File: src/rtl/forward_unit.sv
// EX-stage operand forwarding with optional load-use stall detection.
// Define FWD_LOAD_STALL_EN to enable the load-use stall and its saturating counter.
module forward_unit #(
    parameter int unsigned CNT_W = 16
) (
    input  logic             Clk,
    input  logic             Rst_n,
    input  logic             IdValid,
    input  logic [4:0]       IdRs,
    input  logic [4:0]       IdRt,
    input  logic [4:0]       IdDst,
    input  logic             IdRegWrite,
    input  logic             IdMemRead,
    input  logic             Flush,
    output logic [1:0]       SelA,
    output logic [1:0]       SelB,
    output logic             Stall,
    output logic [CNT_W-1:0] StallCount
);

    localparam logic [1:0] SelRegFile = 2'd0;
    localparam logic [1:0] SelMemWb   = 2'd1;
    localparam logic [1:0] SelExMem   = 2'd2;

    // Producer slots: EX holds the instruction issued last cycle, MEM the one before.
    logic       exValidQ, exWrQ;
    logic [4:0] exDstQ;
    logic       memValidQ, memWrQ;
    logic [4:0] memDstQ;

    logic       exValidD, exWrD;
    logic [4:0] exDstD;
    logic [1:0] selAD, selBD;
    logic       issue;

    function automatic logic [1:0] fwdSel(
        input logic [4:0] src,
        input logic       exV,
        input logic       exW,
        input logic [4:0] exD,
        input logic       memV,
        input logic       memW,
        input logic [4:0] memD
    );
        logic [1:0] sel;
        sel = SelRegFile;
        // EX/MEM is checked last so it wins when both slots match.
        if (memV && memW && (memD != 5'd0) && (memD == src)) sel = SelMemWb;
        if (exV && exW && (exD != 5'd0) && (exD == src)) sel = SelExMem;
        return sel;
    endfunction

`ifdef FWD_LOAD_STALL_EN
    logic             exLoadQ, exLoadD;
    logic [CNT_W-1:0] cntQ, cntD;

    always_comb begin
        Stall = IdValid && exValidQ && exLoadQ && exWrQ && (exDstQ != 5'd0) &&
                ((exDstQ == IdRs) || (exDstQ == IdRt));
        cntD  = cntQ;
        if (Stall && (cntQ != {CNT_W{1'b1}})) cntD = cntQ + CNT_W'(1);
    end

    always_ff @(posedge Clk or negedge Rst_n) begin
        if (!Rst_n) begin
            exLoadQ <= 1'b0;
            cntQ    <= '0;
        end else begin
            exLoadQ <= exLoadD;
            cntQ    <= cntD;
        end
    end

    assign exLoadD    = issue && IdMemRead;
    assign StallCount = cntQ;
`else
    // Loads forward like any producer; software covers the load delay slot.
    logic unusedMemRead;
    assign unusedMemRead = IdMemRead;
    assign Stall         = 1'b0;
    assign StallCount    = '0;
`endif

    always_comb begin
        issue    = IdValid && !Stall && !Flush;
        exValidD = issue;
        exWrD    = issue && IdRegWrite;
        exDstD   = issue ? IdDst : 5'd0;
        selAD    = SelRegFile;
        selBD    = SelRegFile;
        if (issue) begin
            selAD = fwdSel(IdRs, exValidQ, exWrQ, exDstQ, memValidQ, memWrQ, memDstQ);
            selBD = fwdSel(IdRt, exValidQ, exWrQ, exDstQ, memValidQ, memWrQ, memDstQ);
        end
    end

    always_ff @(posedge Clk or negedge Rst_n) begin
        if (!Rst_n) begin
            exValidQ  <= 1'b0;
            exWrQ     <= 1'b0;
            exDstQ    <= 5'd0;
            memValidQ <= 1'b0;
            memWrQ    <= 1'b0;
            memDstQ   <= 5'd0;
            SelA      <= SelRegFile;
            SelB      <= SelRegFile;
        end else begin
            exValidQ  <= exValidD;
            exWrQ     <= exWrD;
            exDstQ    <= exDstD;
            memValidQ <= exValidQ;
            memWrQ    <= exWrQ;
            memDstQ   <= exDstQ;
            SelA      <= selAD;
            SelB      <= selBD;
        end
    end

endmodule
File: config.mk
export PLATFORM = sky130hd
export DESIGN_NAME = forward_unit
export DESIGN_NICKNAME = d
export VERILOG_FILES = /design/src/rtl/forward_unit.sv
export SDC_FILE = /design/constraint.sdc
export NUM_CORES = 1
export LEC_CHECK = 0
export ABC_AREA = 1
export BUFFER_PORTS_ARGS = -buffer_cell sky130_fd_sc_hd__buf_2
export CORE_UTILIZATION = 50
export CTS_BUF_LIST = sky130_fd_sc_hd__clkbuf_8
export DETAILED_ROUTE_END_ITERATION = 12
export PLACE_DENSITY = 0.78
export SLEW_MARGIN = 10
export SYNTH_ARGS = -nofsm -noshare
export SYNTH_HDL_FRONTEND = slang
export SYNTH_SLANG_ARGS = --single-unit
File: constraint.sdc
create_clock -name Clk -period 1.2 [get_ports Clk]
set_clock_uncertainty 0.1 [all_clocks]
set_input_delay 0.06 -clock Clk [delete_from_list [all_inputs] [get_ports Clk]]
set_output_delay 0.06 -clock Clk [all_outputs]
set_load 0.01 [all_outputs]
======== Word level (Yosys, flattened, before mapping) ========
Cells that the tools add are included.
cells by class
  reductions and logical operators ........ 13
  equality and inequality tests ........... 4
  muxes and demuxes ....................... 7
operator list
  cell                 number
  5-bit equality test  4
  1-bit logical AND    10
  5-bit nonzero test   2
  2-bit 2-to-1 mux     4
  5-bit 2-to-1 mux     1
  1-bit 2-to-1 mux     2
  1-bit zero test      1
storage, ports and cells
  register bits ........................... 18
  output and inout port bits .............. 21
  logic and storage cells ................. 32

======== Depth between registers and ports, before layout ========
  depth after elaboration ................. 6
  depth in mapped cells ................... 8
  mapped depth without buffers ............ 8

======== Worst setup path after synthesis ========
OpenSTA, ideal clock, no wires.
  path kind ............................... register to register
  start ................................... register exDstQ[0]
  end ..................................... register SelB[0]
  required time ........................... 0.984 ns
  arrival time ............................ 0.797 ns
  path buffers ............................ 0
  stages on the path, launching flop included .. 8
  path slack .............................. 0.187 ns
  cell sequence ........................... dfrtp_1 inv_1 nand2_1 nand2_1 nor2_1 nand3_1 nor2_1 nor2_1
on the way
  word-level cells in the longest chain between the ends .. 5
  elaborated cells between the ends (all ways) .. 6
  classes of those cells .................. eq/ne (1); mux (2); reduce/logical (3)
RTL lines
  element                   line  text
  start: declaration        27    logic [4:0] exDstQ;
  start signal: assignment  110   exDstQ <= exDstD;
  5-bit nonzero test        49    if (exV && exW && (exD != 5'd0) && (exD == src)) sel = SelExMem;
  1-bit logical AND         49
  1-bit logical AND (*)     49
  2-bit 2-to-1 mux (*)      49
  2-bit 2-to-1 mux (*)      91    if (issue) begin
  via selBD[0]              33    logic [1:0] selAD, selBD;
  end signal: assignment    106   SelB <= SelRegFile;
  end signal: assignment    115   SelB <= selBD;
  end: declaration          16    output logic [1:0] SelB,
The timed path passes the listed nets; every way through them passes the cells marked *.

======== Final worst setup path ========
Ends and elaborated chain as after synthesis.

==> flow_metrics.env <==
export IMPL_run_status="complete, no violations"
export IMPL_p_per_area_nw_per_um2=1040
export IMPL_route_vias_total=933
export IMPL_synth_edff_count=0
export IMPL_cts_buffer_depth=2
export IMPL_syn_avg_cell_area_um2=7.04
export IMPL_ys_seq_elements=18
export IMPL_grt_pass1_wl_mm=3.48
export IMPL_synth_largest_area_cell="dfrtp_1"
export IMPL_drtPass1Iterations=4
export IMPL_min_period_over_period=0.984
export IMPL_period_minus_slack_ns=1.18
export IMPL_synth_warnings=0
export IMPL_dp_cells=203
export IMPL_cp_arrival_ns=1.23
export IMPL_hold_path_class="in -> reg"
export IMPL_vias_per_cell=4.36
export IMPL_muxShareOfSynthArea=0
export IMPL_place_area_um2=1160
export IMPL_critPathMaxFanout=4
export IMPL_synth_top_flop_cell="dfrtp_1"
export IMPL_pre_cts_ws_ns=0.0415
export IMPL_wl_per_cell_um=9.46
export IMPL_area_growth_pct=19.4
export IMPL_p_comb_frac=0.156
export IMPL_synth_area_leaders="dfrtp_1 42%, nand2_1 16%, buf_4 12%"
export IMPL_drive_above_1_share=0.193
export IMPL_routed_wl_mm=2.02
export IMPL_netlist_instances=154
export IMPL_critPathMaxStageDelay_ns=0.40
export IMPL_initial_core_util=0.542
export IMPL_timing_fmax_ghz=0.847
export IMPL_slew_viol_final=0
export IMPL_grt_pass1_vias=862
export IMPL_ir_drop_v=0.000807
export IMPL_synthAdderAreaFrac=0
export IMPL_power_switching_mw=0.344
export IMPL_tritoncts="yes"
export IMPL_clock_sinks=18
export IMPL_initialDrtViolationCount=18
export IMPL_clkTransAtPathRegs_ns=0.07
export IMPL_root_buffer="clkbuf_8"
export IMPL_coreArea_um2=2000
export IMPL_die_width_um=48.6
export IMPL_mostFrequentLayoutCells="45 x nand2_1, 27 x inv_1, 23 x nor2_1, 23 x buf_2, 18 x dfrtp_1"
export IMPL_stdcell_area_um2=1290
export IMPL_drv_cap=0
export IMPL_antenna_cells=0
export IMPL_cpMaxStageDelayCell="dfrtp_1"
export IMPL_synthDistinctLibCells=19
export IMPL_p_seq_frac=0.479
export IMPL_rsz0062_at_grt="yes"
export IMPL_synth_compound_area_frac=0.0138
export IMPL_portBuffers=23
export IMPL_setup_viol=0
export IMPL_fin_nets=209
export IMPL_drc=0
export IMPL_power_leakage_nw=0.775
export IMPL_cts_max_level=1
export IMPL_die_h_um=48.6
export IMPL_io_pins=42
export IMPL_place_hpwl_mm=1.53
export IMPL_mappedNetlistArea_um2=1080
export IMPL_cp_common_cell="nor2_1"
export IMPL_stdcell_count=214
export IMPL_async_flop_share=1.00
export IMPL_critPathTopFamily="simple AND/OR/NAND/NOR gates"
export IMPL_place_gp_congestion=0.948
export IMPL_startpoint_type="flip-flop"
export IMPL_power_frac_clock=0.366
export IMPL_overflow=0
export IMPL_grtUsageTotal=0.196
export IMPL_dieArea_um2=2360
export IMPL_end_kind="flip-flop"
export IMPL_fin_ws_ns=0.0197
export IMPL_swShare=0.256
export IMPL_netlist_area_leader_share=0.415
export IMPL_cts_setup_buffers=0
export IMPL_path_cells="inv_1, nand2_1, nand2_1, nor2_1, nand3_1, nor2_1, nor2_1"
export IMPL_rows=16
export IMPL_critPathBufInv=1
export IMPL_required_ns=1.25
export IMPL_synthSimpleGateAreaFrac=0.323
export IMPL_path_class="reg -> reg"
export IMPL_hold_viol=0
export IMPL_antenna_found_initial=0
export IMPL_clk_latency_ns=0.25
export IMPL_tritoncts_num_buffers=3
export IMPL_ys_seq_area_frac=0.415
export IMPL_grt_max_degree=19
export IMPL_synth_xor_area_share=0.0161
export IMPL_final_common_cell="nand2_1"
export IMPL_synth_top_family_by_area="simple AND/OR/NAND/NOR gates"
export IMPL_intPower_mw=1.00
export IMPL_ant_nets=0
## synthesized netlist by cell type, types with 2 or more instances
| master | instances |
|---|---|
| buf_4 | 17 |
| dfrtp_1 | 18 |
| inv_1 | 28 |
| nand2_1 | 46 |
| nand3_1 | 6 |
| nor2_1 | 23 |
| nor2_2 | 2 |
| nor3_1 | 2 |
| xnor2_1 | 2 |
## final cells by class
class / count / area [µm²]
repair buffers: 31 / 193
inverters: 29 / 109
fillers: 186 / 707
well taps: 27 / 33.8
clock buffers: 4 / 55.1
multi-input cells: 105 / 454
flip-flops and latches: 18 / 450
## path summary, 6_finish.rpt
| kind | startpoint | end | slack, ns | cells after the start |
|---|---|---|---|---|
| setup reg to reg | exDstQ[0]$_DFF_PN0_ | SelB[0]$_DFF_PN0_ | 0.02 | 7 |
| min in group asynchronous | Rst_n | exValidQ$_DFF_PN0_ | 0.16 | 2 |
| hold / removal | IdRs[4] | SelA[1]$_DFF_PN0_ | 0.05 | 4 |
| max in group asynchronous | Rst_n | exDstQ[2]$_DFF_PN0_ | 0.56 | 2 |
| hold reg to reg | exWrQ$_DFF_PN0_ | memWrQ$_DFF_PN0_ | 0.28 | 0 |
| setup / recovery | exDstQ[0]$_DFF_PN0_ | SelB[0]$_DFF_PN0_ | 0.02 | 7 |
## power groups by stage
stage / combinational, mW / clock [mW] / sequential (mW)
after floorplan: 0.164 / 0 / 0.649
after global placement: 0.185 / 0 / 0.652
after detailed placement: 0.189 / 0 / 0.654
after CTS: 0.207 / 0.496 / 0.643
after global routing: 0.240 / 0.538 / 0.644
final: 0.209 / 0.492 / 0.643
## flip-flops by register name, summed over array words and instances (netlist names)
register and count:
exDstQ 5, memDstQ 5, SelA 2, SelB 2
exValidQ 1, exWrQ 1, memValidQ 1, memWrQ 1
## metal layers
metal | wire [µm] | share of wire | GRT usage
met5 | 0 | 0 | 0
met4 | 46 | 0.023 | 0.0931
met3 | 122 | 0.060 | 0.0440
met2 | 1040 | 0.51 | 0.352
met1 | 818 | 0.40 | 0.219
## cell families (layout without fill, tap and decap cells)
| logic type | Yosys count | count (layout) |
|---|---|---|
| xor gates and xnor gates | 2 | 2 |
| other | 1 | 17 |
| and+or+nand+nor | 83 | 83 |
| DFF | 18 | 18 |
| buffers and inverters | 47 | 64 |
| AOI/OAI and AO/OA | 3 | 3 |
## per-stage QoR
stage          power [mW]  setup TNS (ns)  hold WS [ns]   util
6_report             1.34               0        0.0527  0.647
5_1_grt              1.42          -0.215        0.0673  0.647
4_1_cts              1.35               0        0.0460  0.643
3_5_place_dp        0.843               0       -0.0902  0.581
3_3_place_gp        0.837               0       -0.0968  0.581
2_1_floorplan       0.813               0        -0.336      -
## repair_timing
action,4_1_cts,5_1_grt
setup endpoints to repair,0,4
resized for setup,0,3
endpoints found under the hold margin,24,0
hold buffers,7,0
## worst reg2reg max path, stage by stage, from the launching register on
cell,delay [ns]
dfrtp_1,0.40
inv_1,0.09
nand2_1,0.06
nand2_1,0.04
nor2_1,0.12
nand3_1,0.13
nor2_1,0.10
nor2_1,0.04
(Power assumes the default switching activity.)
